<file path="src/rtl/keypad_entry_buffer.sv">
// Keypad front end: debounces scanner key codes into single press events, keeps an
// 8-digit right-aligned entry buffer and time-multiplexes it onto the 7-segment stage.
module keypad_entry_buffer #(
    parameter int DEBOUNCE = 16,
    parameter int SCAN_DIV = 1000
) (
    input  logic       clk,
    input  logic       rst_n,
    input  logic [3:0] key_code,
    input  logic       key_valid,
    output logic [7:0] light_code,
    output logic [3:0] bcd,
    output logic       blank,
    output logic       dp_out,
    output logic       key_accept,
    output logic       overflow,
    output logic [3:0] digit_count
);

    typedef enum logic [1:0] {
        IDLE,
        PRESS_DB,
        HELD,
        RELEASE_DB
    } state_t;

    localparam logic [15:0] DbLast   = 16'(DEBOUNCE - 1);
    localparam logic [15:0] ScanLast = 16'(SCAN_DIV - 1);

    state_t           state_q;
    logic [15:0]      dbCnt_q;
    logic [3:0]       keyCode_q;
    logic [7:0][3:0]  digits_q;
    logic [3:0]       count_q;
    logic [15:0]      scanCnt_q;
    logic [2:0]       scanIdx_q;
    logic [2:0]       scanIdx_d;
    logic             pressDone;

    // The press is accepted on the edge that completes a full stable debounce window.
    assign pressDone = (state_q == PRESS_DB) && key_valid &&
                       (key_code == keyCode_q) && (dbCnt_q == DbLast);

    always_ff @(posedge clk) begin
        if (!rst_n) begin
            state_q    <= IDLE;
            dbCnt_q    <= '0;
            keyCode_q  <= '0;
            key_accept <= 1'b0;
        end else begin
            key_accept <= 1'b0;
            case (state_q)
                IDLE: begin
                    if (key_valid) begin
                        keyCode_q <= key_code;
                        dbCnt_q   <= '0;
                        state_q   <= PRESS_DB;
                    end
                end
                PRESS_DB: begin
                    if (!key_valid || (key_code != keyCode_q)) begin
                        dbCnt_q <= '0;
                        state_q <= IDLE;
                    end else if (pressDone) begin
                        dbCnt_q    <= '0;
                        state_q    <= HELD;
                        key_accept <= 1'b1;
                    end else begin
                        dbCnt_q <= dbCnt_q + 16'd1;
                    end
                end
                HELD: begin
                    if (!key_valid) begin
                        dbCnt_q <= '0;
                        state_q <= RELEASE_DB;
                    end
                end
                RELEASE_DB: begin
                    if (key_valid) begin
                        dbCnt_q <= '0;
                        state_q <= HELD;
                    end else if (dbCnt_q == DbLast) begin
                        dbCnt_q <= '0;
                        state_q <= IDLE;
                    end else begin
                        dbCnt_q <= dbCnt_q + 16'd1;
                    end
                end
                default: begin
                    dbCnt_q <= '0;
                    state_q <= IDLE;
                end
            endcase
        end
    end

    // Position 0 holds the newest digit; entries shift towards position 7.
    always_ff @(posedge clk) begin
        if (!rst_n) begin
            digits_q <= '0;
            count_q  <= '0;
            overflow <= 1'b0;
        end else begin
            overflow <= 1'b0;
            if (pressDone) begin
                if (keyCode_q <= 4'd9) begin
                    if (count_q < 4'd8) begin
                        digits_q <= {digits_q[6:0], keyCode_q};
                        count_q  <= count_q + 4'd1;
                    end else begin
                        overflow <= 1'b1;
                    end
                end else if (keyCode_q == 4'd10) begin
                    if (count_q != 4'd0) begin
                        digits_q <= {4'h0, digits_q[7:1]};
                        count_q  <= count_q - 4'd1;
                    end
                end else if (keyCode_q == 4'd11) begin
                    digits_q <= '0;
                    count_q  <= '0;
                end
            end
        end
    end

    assign digit_count = count_q;

    always_comb begin
        scanIdx_d = scanIdx_q;
        if (scanCnt_q == ScanLast) begin
            scanIdx_d = scanIdx_q + 3'd1;
        end
    end

    // Display registers use the new slot index but the buffer as it stood before this edge.
    always_ff @(posedge clk) begin
        if (!rst_n) begin
            scanCnt_q  <= '0;
            scanIdx_q  <= '0;
            light_code <= 8'h01;
            bcd        <= 4'hF;
            blank      <= 1'b1;
            dp_out     <= 1'b0;
        end else begin
            scanCnt_q  <= (scanCnt_q == ScanLast) ? 16'd0 : scanCnt_q + 16'd1;
            scanIdx_q  <= scanIdx_d;
            light_code <= 8'b1 << scanIdx_d;
            if ({1'b0, scanIdx_d} < count_q) begin
                bcd   <= digits_q[scanIdx_d];
                blank <= 1'b0;
            end else begin
                bcd   <= 4'hF;
                blank <= 1'b1;
            end
            dp_out <= (scanIdx_d == 3'd0) && (count_q == 4'd8);
        end
    end

endmodule

</file>
<file path="config.mk">
export PLATFORM = sky130hd
export DESIGN_NAME = keypad_entry_buffer
export DESIGN_NICKNAME = d
export VERILOG_FILES = /design/src/rtl/keypad_entry_buffer.sv
export SDC_FILE = /design/constraint.sdc
export NUM_CORES = 1
export LEC_CHECK = 0
export BUFFER_PORTS_ARGS = -buffer_cell sky130_fd_sc_hd__buf_2
export CELL_PAD_IN_SITES_DETAIL_PLACEMENT = 0
export CELL_PAD_IN_SITES_GLOBAL_PLACEMENT = 1
export CORE_ASPECT_RATIO = 0.6
export CORE_MARGIN = 2
export CORE_UTILIZATION = 35
export CTS_BUF_LIST = sky130_fd_sc_hd__clkbuf_4
export CTS_CLUSTER_DIAMETER = 80
export DETAILED_ROUTE_END_ITERATION = 16
export PLACE_DENSITY_LB_ADDON = 0.1
export SLEW_MARGIN = 30
export SYNTH_ARGS = -nofsm -noshare
export SYNTH_HDL_FRONTEND = slang
export SYNTH_SLANG_ARGS = --single-unit
</file>
<file path="constraint.sdc">
create_clock -name clk -period 4.7 [get_ports clk]
set_input_delay 0.47 -clock clk [delete_from_list [all_inputs] [get_ports clk]]
set_output_delay 0.47 -clock clk [all_outputs]
set_load 0.01 [all_outputs]
</file>
# Word level (Yosys, flattened, before mapping)
# Index checks and enable logic that the tools add are counted.
word_totals:
  rom_bits: 0
  input_bits: 7
  word_cells: 96
  mem_count: 0
  latchBits: 0
  regBits: 93
  ramBits: 0
classes:
  bitwise_logic: 2
  shifts: 1
  eq_ne: 16
  mux: 30
  reduce_logical: 18
  mul: 0
  magnitude_cmp: 4
  div: 0
  add_sub_neg: 5
ops:
  columns: ["cell", "n"]
  rows:
  - ["$mux W32", 5]
  - ["$mux W16", 6]
  - ["$pmux W16 S4", 1]
  - ["$add A16 B1 Y16 const B", 2]
  - ["$mux W4", 6]
  - ["$eq A16 B10 Y1 const B", 1]
  - ["$eq A16 B4 Y1 const B", 1]
  - ["$bmux W4 S3", 1]
  - ["$eq A4 B4 Y1 const B", 3]
  - ["$mux W2", 6]
  - ["$pmux W2 S4", 1]
  - ["$reduce_and A4 Y1", 2]
  - ["$shl A1 B3 Y8 const A", 1]
  - ["$ne A3 B2 Y1 const B", 2]
  - ["$reduce_and A2 Y1", 3]
  - ["$add A4 B1 Y4 const B", 1]
  - ["$eq A2 B2 Y1 const B", 2]
  - ["$eq A4 B4 Y1", 1]
  - ["$le A4 B4 Y1 const B", 1]
  - ["$logic_and A1 B1 Y1", 4]
  - ["$lt A3 B4 Y1", 1]
  - ["$lt A3 B4 Y1 const B", 1]
  - ["$lt A4 B4 Y1 const B", 1]
  - ["$ne A2 B2 Y1 const B", 2]
  - ["other kinds (18)", 21]

# Longest topological paths before layout
# Gate-level depths: netlist of the first run.
depth:
  word_depth: 7
  depth_mapped: 10
  ltp_nobuf: 9

# Worst setup path before layout of the first run
# No wires, ideal clock.
synth_timing:
  path_kind: "reg2reg"
  startpoint: "register scanCnt_q[0]"
  endpoint: "register bcd[2]"
  arrival_time_ns: 3.239
  slack_ns: 1.313
  setup_ns: 0.147
  path_buffers: 1
  stages_incl_launch_ff: 11
  required_time_ns: 4.553
  cell_sequence: "dfxtp_1 -> ha_1 -> or4bb_1 -> nor4_1 -> buf_2 -> mux2_2 -> ha_1 -> or3_1 -> mux2_2 -> a211oi_1 -> a22oi_1"
synth_via:
  elab_chain_len: 4
synth_rtl:
  columns: ["element", "line_no", "text"]
  rows:
  - ["start, declared", "35", "logic [15:0] scanCnt_q;"]
  - ["start signal, assigned", "145", "scanCnt_q <= (scanCnt_q == ScanLast) ? 16'd0 : scanCnt_q + 16'd1;"]
  - ["$eq A16 B10 Y1 *", "130", "if (scanCnt_q == ScanLast) begin"]
  - ["$mux W3 *", "130", null]
  - ["named net scanIdx_d[1]", "37", "logic [2:0] scanIdx_d;"]
  - ["$lt A3 B4 Y1 / $bmux W4 S3 (equally long branches)", "148, 149", null]
  - ["$reduce_and A2 Y1 (no source line) / $mux W4 (equally long branches)", null, null]
  - ["end signal, assigned", "149", "bcd <= digits_q[scanIdx_d];"]
  - ["end, declared", "12", "output logic [3:0] bcd,"]
# Mark *: on every way through the listed nets, which the timed path passes. The rest lies on a longest branch. The select of a mux whose other input is x is not followed.
# A chain may end at the register's enable or synchronous reset.

# Final worst setup path of the first run
# Same ends and word-level chain as after synthesis.

==> flow_summary.json, run 1 <==
{
  "gp_congestion": 0.820,
  "pwr-share-seq": 0.616,
  "place_inst": 799,
  "nNetsFinal": 633,
  "wl_per_cell_microns": 17.9,
  "core_area_sq_um": 13800,
  "ys_warn_count": 0,
  "p_leak_nw": 1.85,
  "max_freq_mhz": 287,
  "postCtsSetupBuffers": 0,
  "htreeDepth": 3,
  "fillers": 1443,
  "swShare": 0.282,
  "period_needed_ns": 3.48,
  "synth_cell_types": 55,
  "rsz0062_at_grt": "no",
  "p_comb_frac": 0.049,
  "crit_type": "flop to flop",
  "crit_required_ns": 5.01,
  "grt_pass1_wl_mm": 23.3,
  "drc": 0,
  "syn_nets": 632,
  "port-buffer-count": 26,
  "status": "finished, final reports clean",
  "cts_hold_buffers": 0,
  "avgSynthCellArea_sq_um": 8.07,
  "dieWidth_microns": 158,
  "finalSetupTns_ns": 0,
  "clockPowerShare": 0.335,
  "startpoint_type": "flop",
  "clk_pin_slew_worst_paths_ns": 0.17,
  "cts_resized": 0,
  "area_growth_pct": 8.59,
  "root_buffer": "clkbuf_4",
  "drv_slew": 0,
  "dr_total_vias": 4573,
  "dp_hpwl_mm": 9.94,
  "fp.dieH_microns": 96.4,
  "wl_mm": 14.6,
  "grt_usage": 0.198,
  "netlist_instances": 617,
  "synth.cell_area_sq_um": 4980,
  "first_pass_iters": 5,
  "cp.arrival_ns": 3.79,
  "power_density_nw_per_um2": 242,
  "drtIter0Drc": 416,
  "grt_pass1_vias": 4166,
  "antenna_found_initial": 0,
  "ys_seq_elements": 93,
  "synthArstFlopShare": 0,
  "holdCritPathClass": "input pin to flop",
  "cap_violations": 0,
  "drive_gt1_frac": 0.106,
  "worstPathMaxFanout": 5,
  "synth_edf_count": 0,
  "boundaryPins": 27,
  "end_kind": "flop",
  "clk_latency_ns": 0.45,
  "hold_viol": 0,
  "fin_crit_sh": 0.740,
  "initial_core_util": 0.361,
  "final_cells": 815,
  "multi_input_area_sq_um": 2910,
  "grt_max_degree": 41,
  "worst_pin_slew_ns": 0.969,
  "internal-power_mw": 0.938,
  "regArea_sq_um": 1860,
  "synth_ff_type": "dfxtp_1",
  "cts_buffers": 9,
  "ys_seq_area_frac": 0.374,
  "relSlewSlack": 0.351,
  "ant_nets": 0,
  "cts.path.max_buffers": 2,
  "viasPerCell": 5.61,
  "clkSinkCount": 93,
  "dieArea_sq_um": 15200,
  "rows": 33,
  "finalSetupViolCount": 0,
  "grt_overflow": 0,
  "p_sw_mw": 0.368,
  "vdd_drop_max_mv": 0.119,
  "cts_tree": "yes",
  "num_antenna_cells": 0,
  "skew_ns": 0.0204
}
==> final timing paths <==
kind         cells past startpoint               startpoint                        end  slack (ns)
max                              9  scanCnt_q[0]$_SDFF_PP0_          bcd[2]$_SDFF_PN1_        1.22
min                              3              key_code[2]  keyCode_q[2]$_SDFFE_PN0P_        0.28
max reg2reg                      9  scanCnt_q[0]$_SDFF_PP0_          bcd[2]$_SDFF_PN1_        1.22
min reg2reg                      1  scanCnt_q[0]$_SDFF_PP0_    scanCnt_q[0]$_SDFF_PP0_        0.46
==> power by group through the flow <==
| stage | Combinational, mW | Clock [mW] | Sequential (mW) |
|---|---|---|---|
| detailed placement | 0.0635 | 0 | 0.821 |
| global placement | 0.0633 | 0 | 0.821 |
| CTS | 0.0639 | 0.463 | 0.805 |
| finish | 0.0640 | 0.438 | 0.804 |
| floorplan | 0.0462 | 0 | 0.814 |
| global route | 0.0702 | 0.485 | 0.806 |
==> Yosys cell counts (all sizes together) (2+ instances only) <==
cell      n  area share
a211oi    3      0.0045
a21o      2      0.0030
a21oi    38       0.038
a22o     25       0.044
a22oi     7       0.011
a41o      2      0.0040
a41oi     5      0.0088
and2      4      0.0050
and3      3      0.0038
buf      12       0.014
clkbuf   33       0.025
dfxtp    93        0.37
ha        8       0.020
inv      16       0.012
mux2      2      0.0045
mux2i    33       0.066
nand2    34       0.026
nand2b    8       0.010
nand3    47       0.047
nand3b    2      0.0030
nand4    13       0.016
nor2     85       0.064
nor2b     2      0.0025
nor3     10       0.011
nor3b     2      0.0030
nor4      7      0.0088
o2111ai   8       0.014
o211a     2      0.0040
o211ai    3      0.0045
o21ai    49       0.049
o22ai     4      0.0050
or2       2      0.0025
or3       5      0.0073
or4       8       0.014
or4bb     2      0.0045
xnor2    14       0.025
xor2     12       0.021
==> stage by stage <==
stage	area [sq um]	setup WS (ns)	utilization	hold slack [ns]	total power, mW
finish	5410	1.22	0.392	0.283	1.31
detailed placement	5270	1.29	0.382	0.442	0.885
global placement	5270	1.34	0.382	0.432	0.884
global route	5410	0.922	0.392	0.244	1.36
CTS	5400	1.22	0.392	0.241	1.33
floorplan	4980	1.31	-	0.418	0.860
==> placed cells by master (no fill, tap or decap), drive strengths merged, types with 3 or more instances in the layout <==
cell | synthesis | final
buf | 12 | 35
o211ai | 3 | 3
a21oi | 38 | 38
a22o | 25 | 25
nand2b | 8 | 8
o21ai | 49 | 49
ha | 8 | 8
o2111ai | 8 | 8
nand2 | 34 | 34
or3 | 5 | 5
xor2 | 12 | 12
xnor2 | 14 | 14
a22oi | 7 | 7
inv | 16 | 20
a41oi | 5 | 5
nand3 | 47 | 47
o22ai | 4 | 4
mux2i | 33 | 33
and3 | 3 | 3
nor4 | 7 | 7
dfxtp | 93 | 93
nor3 | 10 | 10
and2 | 4 | 4
nand4 | 13 | 13
or4 | 8 | 8
clkbuf | 33 | 9
nor2 | 85 | 85
a211oi | 3 | 3
==> cells by family after synthesis <==
family / count (synthesis) / share of synthesized area
adders and majority gates: 8 / 0.0201
AOI/OAI and AO/OA: 155 / 0.201
DFF: 93 / 0.374
and+or+nand+nor: 238 / 0.237
muxes: 35 / 0.0709
xor gates and xnor gates: 26 / 0.0457
buffers and inverters: 62 / 0.0513
==> metal layers <==
layer,vias up,global-route usage,share of wire
met5,-,0,0
met1,2209,0.320,0.55
met3,4,0.0482,0.068
li1,2232,-,-
met4,0,0.0375,0.0040
met2,128,0.255,0.38
==> sequential cells by signal, indices dropped and copies added, names as in the netlist <==
name	flops
bcd	4
blank	1
dbCnt_q	16
digit_count	4
digits_q	32
dp_out	1
keyCode_q	4
key_accept	1
light_code	8
overflow	1
scanCnt_q	16
scanIdx_q	3
state_q	2
==> critical path, cell delays in order, from the launching register on <==
cell	delay, ns
dfxtp_1	0.39
ha_1	0.22
or4bb_1	0.47
nor4_2	0.35
mux2_2	0.42
ha_1	0.21
or3_1	0.34
mux2_2	0.29
a211oi_1	0.48
a22oi_1	0.17
==> area by class of cell <==
cell class / count / share of cell area
clock inverters: 7 / 0.0123
inverters: 17 / 0.0118
well taps: 192 / 0.0444
repair buffers: 35 / 0.0366
multi-input cells: 462 / 0.538
flip-flops and latches: 93 / 0.344
clock buffers: 9 / 0.0125
No activity file was read; power rests on OpenSTA's default activity.
==> run 2: changes to the inputs <==
==> constraint.sdc (replaced) <==
create_clock -name clk -period 2.95 [get_ports clk]
set_input_delay 0.295 -clock clk [delete_from_list [all_inputs] [get_ports clk]]
set_output_delay 0.295 -clock clk [all_outputs]
set_load 0.01 [all_outputs]
==> run 2 against run 1 <==
The run now ends with setup timing left. Hold slack got worse by 0.20 ns. Count of clock-buffer cells in the layout stayed put. Critical path depth fell by 1. Largest cell class unchanged.
==> flow_summary.json, run 2 (synthesis results as in run 1) <==
{
  "initial_core_util": 0.361,
  "holdCritPathClass": "input pin to flop",
  "dr_total_vias": 4649,
  "viasPerCell": 5.58,
  "power_density_nw_per_um2": 373,
  "antenna_found_initial": 0,
  "max_freq_mhz": 338,
  "r2r_end": "bcd[1]$_SDFF_PN1_",
  "final_cell_mix": "89 x dfxtp_1, 85 x nor2_1, 48 x o21ai_0",
  "worst_pin_slew_ns": 0.786,
  "p_sw_mw": 0.603,
  "cp.arrival_ns": 3.30,
  "wl_per_cell_microns": 17.6,
  "fin_crit_sh": 1.00,
  "hold_viol": 0,
  "dieWidth_microns": 158,
  "vdd_drop_max_mv": 0.182,
  "relSlewSlack": 0.475,
  "r2r-start": "scanCnt_q[12]$_SDFF_PP0_",
  "dp_hpwl_mm": 10.2,
  "end_kind": "flop",
  "worstPathMaxFanout": 4,
  "first_pass_iters": 5,
  "top_regs": "digits_q x32, dbCnt_q x16, scanCnt_q x16",
  "ant_nets": 0,
  "cts_tree": "yes",
  "drtIter0Drc": 451,
  "violations": "setup timing",
  "startpoint": "scanCnt_q[12]$_SDFF_PP0_",
  "num_antenna_cells": 0,
  "area_growth_pct": 13.7,
  "status": "complete, but fails checks",
  "grt_pass1_vias": 4163,
  "clkSinkCount": 93,
  "finalSetupTns_ns": -0.0135,
  "rsz0062_at_grt": "yes",
  "grt_overflow": 0,
  "cts_buffers": 9,
  "clk_pin_slew_worst_paths_ns": 0.17,
  "wl_mm": 14.7,
  "drc": 0,
  "crit_required_ns": 3.29,
  "root_buffer": "clkbuf_4",
  "cap_violations": 0,
  "finalSetupViolCount": 4,
  "fp.dieH_microns": 96.4,
  "drive_gt1_frac": 0.147,
  "gp_congestion": 0.801,
  "whs_ns": 0.0876,
  "r2r_cells": 8,
  "swShare": 0.285,
  "grt_max_degree": 37,
  "internal-power_mw": 1.51,
  "clockPowerShare": 0.341,
  "grt_pass1_wl_mm": 23.7,
  "crit_type": "flop to flop",
  "final_common_cell": "dfxtp_1",
  "dieArea_sq_um": 15200,
  "cts_hold_buffers": 0,
  "startpoint_type": "flop",
  "cp-endpoint": "bcd[1]$_SDFF_PN1_",
  "final_util": 0.410,
  "period_needed_ns": 2.96,
  "final_cells": 833,
  "grt_usage": 0.201,
  "pwr-share-seq": 0.607,
  "boundaryPins": 27,
  "clk_latency_ns": 0.47,
  "core_area_sq_um": 13800,
  "regMostFlops": "digits_q",
  "drv_slew": 0,
  "largest_reg_flops": 32,
  "ff2ff_setup_slack_ns": -0.007,
  "rows": 33,
  "p_leak_nw": 1.97,
  "cts.path.max_buffers": 2,
  "setup_ws_ns": -0.00746,
  "power_mw": 2.11,
  "p_comb_frac": 0.052,
  "place_inst": 816,
  "nNetsFinal": 651,
  "port-buffer-count": 26,
  "skew_ns": 0.0227,
  "htreeDepth": 3
}
## run 2: what timing repair did
action,CTS,global route
resized for setup,4,2
pin swaps,4,2
endpoints found under the setup margin,4,4
buffers inserted,1,0
## run 2: per-layer routing
layer / global-route usage / wire length (microns) / up-vias
met1: 0.337 / 8150 / 2222
li1: - / - / 2268
met2: 0.253 / 5410 / 155
met5: 0 / 0 / -
met3: 0.0406 / 1030 / 4
met4: 0.0330 / 55 / 0
## run 2: worst min path at each step
stage / start / slack (ns) / endpoint / depth (start not counted)
final: key_code[1] / 0.09 / keyCode_q[1]$_SDFFE_PN0P_ / 3
after detailed placement: scanCnt_q[0]$_SDFF_PP0_ / 0.41 / scanCnt_q[0]$_SDFF_PP0_ / 1
after CTS: key_code[1] / 0.06 / keyCode_q[1]$_SDFFE_PN0P_ / 3
after global routing: key_code[2] / 0.07 / keyCode_q[2]$_SDFFE_PN0P_ / 3
after floorplan: scanCnt_q[0]$_SDFF_PP0_ / 0.40 / scanCnt_q[0]$_SDFF_PP0_ / 1
after global placement: scanCnt_q[0]$_SDFF_PP0_ / 0.40 / scanCnt_q[0]$_SDFF_PP0_ / 1
## run 2: final cells by class
class / count / area, sq um
Clock buffer: 9 / 67.6
Clock inverter: 7 / 73.8
Fill cell: 1423 / 8130
Inverter: 17 / 63.8
Multi-Input combinational cell: 462 / 2980
Sequential cell: 93 / 1870
Tap cell: 192 / 240
Timing Repair Buffer: 53 / 370
## run 2: per-stage QoR
stage	area (sq um)	setup slack, ns
after floorplan	5050	-0.0560
after global placement	5490	0.0654
after detailed placement	5490	-0.00761
after CTS	5650	0.00185
after global routing	5660	-0.136
final	5660	-0.00746
## run 2: worst max-delay path: stages, from the launching register on
cell and delay, ns:
dfxtp_2 0.36, or4_4 0.56, nor4_4 0.33, mux2_4 0.35, ha_4 0.16, or3_4 0.35, mux2_4 0.31, a211oi_4 0.28
a22oi_1 0.13
## run 2: power groups by stage
stage,Combinational (mW),Sequential [mW],Clock [mW]
2_1_floorplan,0.0746,1.30,0
3_3_place_gp,0.108,1.31,0
3_5_place_dp,0.109,1.31,0
4_1_cts,0.110,1.28,0.751
5_1_grt,0.121,1.29,0.804
6_report,0.111,1.28,0.720
==> run 3: changes to the inputs <==
--- a/config.mk
+++ b/config.mk
@@ -10,7 +10,7 @@
 export CELL_PAD_IN_SITES_GLOBAL_PLACEMENT = 1
 export CORE_ASPECT_RATIO = 0.6
 export CORE_MARGIN = 2
-export CORE_UTILIZATION = 35
+export CORE_UTILIZATION = 43
 export CTS_BUF_LIST = sky130_fd_sc_hd__clkbuf_4
 export CTS_CLUSTER_DIAMETER = 80
 export DETAILED_ROUTE_END_ITERATION = 16
==> run 3 against run 2 <==
The flow now finishes without violations. First-iteration DRC count decreased by 34%. Sequential power about the same. Cell area decreased by 0.91%. Non-clock buffer count increased by 6. Count of clock-buffer cells in the layout unchanged. Global-route usage increased by 3.2 points. Via count about the same. Cell count decreased by 3.1%. Critical path type unchanged. Largest power group unchanged. Highest routed layer unchanged.
==> flow_summary.json, run 3 (synthesis results as in run 1) <==
{
  "wl_met2_mm": 5.75,
  "drtIter0Drc": 297,
  "ff2ff_setup_slack_ns": 0.01,
  "rows": 30,
  "ant_nets": 0,
  "hold-path-endpoint": "scanCnt_q[13]$_SDFF_PP0_",
  "end_kind": "flop",
  "grt_pass1_vias": 4359,
  "core_area_sq_um": 11300,
  "finalSetupViolCount": 0,
  "antenna_found_initial": 0,
  "r2r-start": "scanCnt_q[12]$_SDFF_PP0_",
  "wl_per_cell_microns": 17.3,
  "hold_start": "rst_n",
  "num_antenna_cells": 0,
  "max_freq_mhz": 341,
  "clk_pin_slew_worst_paths_ns": 0.16,
  "grt_pass1_wl_mm": 22.9,
  "drive_gt1_frac": 0.151,
  "r2r_cells": 8,
  "grt_overflow": 0,
  "largest_reg_flops": 32,
  "hold_depth": 3,
  "vdd_drop_max_mv": 0.162,
  "root_buffer": "clkbuf_4",
  "postPlaceCellArea_sq_um": 5440,
  "period_needed_ns": 2.94,
  "dieWidth_microns": 143,
  "dp_hpwl_mm": 9.27,
  "topRoutingLayerUsed": "met4",
  "power_mw": 2.05,
  "drv_slew": 0,
  "fin_crit_sh": 0.995,
  "skew_ns": 0.0181,
  "final_common_cell": "dfxtp_1",
  "worstPathMaxFanout": 4,
  "worst_pin_slew_ns": 0.799,
  "hold_viol": 0,
  "gp_congestion": 0.831,
  "htreeDepth": 3,
  "grt_max_degree": 54,
  "fp.dieH_microns": 87.4,
  "r2r_end": "bcd[3]$_SDFF_PN1_",
  "port-buffer-count": 26,
  "first_pass_iters": 5,
  "crit_required_ns": 3.30,
  "initial_core_util": 0.441,
  "boundaryPins": 27,
  "dr_total_vias": 4653,
  "cap_violations": 0,
  "clk_latency_ns": 0.47,
  "nNetsFinal": 657,
  "relSlewSlack": 0.466,
  "crit_type": "flop to flop",
  "top_regs": "digits_q x32, dbCnt_q x16, scanCnt_q x16",
  "cts_buffers": 9,
  "met3_length_microns": 785,
  "grt_usage": 0.233,
  "viasPerCell": 5.77,
  "status": "finished, final reports clean",
  "wl_mm": 13.9,
  "cts.path.max_buffers": 2,
  "dieArea_sq_um": 12500,
  "area_growth_pct": 12.6,
  "startpoint_type": "flop",
  "design_area_sq_um": 5610,
  "p_leak_nw": 1.97,
  "power_density_nw_per_um2": 366,
  "final_cell_mix": "89 x dfxtp_1, 85 x nor2_1, 48 x o21ai_0",
  "routedLengthMet1_mm": 7.33,
  "clkSinkCount": 93,
  "holdCritPathClass": "input pin to flop",
  "drc": 0,
  "cp.arrival_ns": 3.29,
  "rsz0062_at_grt": "yes",
  "cts_tree": "yes",
  "regMostFlops": "digits_q"
}
run 3: changes by cell type in the layout (fill, tap and decap cells not counted), sizes merged:
cell / before / now
buf: 53 / 59
clkinv: 3 / 4
clkinvlp: 0 / 1
inv: 21 / 19
run 3: final cells by class:
class | count | area [sq um]
fillers | 1107 | 5690
multi-input cells | 462 | 2960
flip-flops and latches | 93 | 1870
repair buffers | 59 | 390
well taps | 160 | 200
clock buffers | 9 | 67.6
inverters | 17 | 63.8
clock inverters | 7 | 57.6
run 3: power by group:
group,switching (mW),total (mW),internal (mW),leakage [nW]
clock network,0.479,0.665,0.186,0.0665
registers,0.0147,1.28,1.27,0.752
logic,0.0689,0.107,0.0377,1.15
total,0.563,2.05,1.49,1.97
run 3: repair_timing:
item                       CTS  global route
resized for setup            1             3
setup endpoints to repair    4             4
hold buffers                 0             0
setup buffers                2             2
pin swaps                    1             1
run 3: critical path, stage by stage (launching register included):
cell	delay [ns]
dfxtp_2	0.35
or4_4	0.55
nor4_4	0.34
mux2_4	0.35
ha_4	0.16
or3_1	0.33
mux2_4	0.31
a211oi_4	0.29
a22oi_1	0.13
run 3: worst max path at each step:
stage	slack (ns)	to	cells past startpoint	start
2_1_floorplan	-0.06	bcd[2]$_SDFF_PN1_	10	scanCnt_q[1]$_SDFF_PP0_
4_1_cts	0.005	bcd[3]$_SDFF_PN1_	8	scanCnt_q[15]$_SDFF_PP0_
3_3_place_gp	0.03	bcd[0]$_SDFF_PN1_	8	scanCnt_q[15]$_SDFF_PP0_
5_1_grt	-0.11	bcd[2]$_SDFF_PN1_	8	scanCnt_q[12]$_SDFF_PP0_
3_5_place_dp	-0.05	bcd[3]$_SDFF_PN1_	8	scanCnt_q[15]$_SDFF_PP0_
6_report	0.01	bcd[3]$_SDFF_PN1_	8	scanCnt_q[12]$_SDFF_PP0_
run 3: through the flow:
step / hold WS [ns] / worst slack [ns] / cells / util / TNS (ns)
6_report: 0.0545 / 0.0148 / 807 / 0.496 / 0
2_1_floorplan: 0.395 / -0.0560 / 617 / - / -0.198
3_3_place_gp: 0.402 / 0.0319 / 787 / 0.482 / 0
4_1_cts: 0.00912 / 0.00525 / 805 / 0.495 / 0
3_5_place_dp: 0.410 / -0.0487 / 787 / 0.482 / -0.161
5_1_grt: 0.0164 / -0.112 / 807 / 0.496 / -0.412
run 3: layer usage:
layer	track usage	up-vias
met3	0.0522	9
met5	0	-
met2	0.339	129
met4	0.0486	0
li1	-	2283
met1	0.350	2232
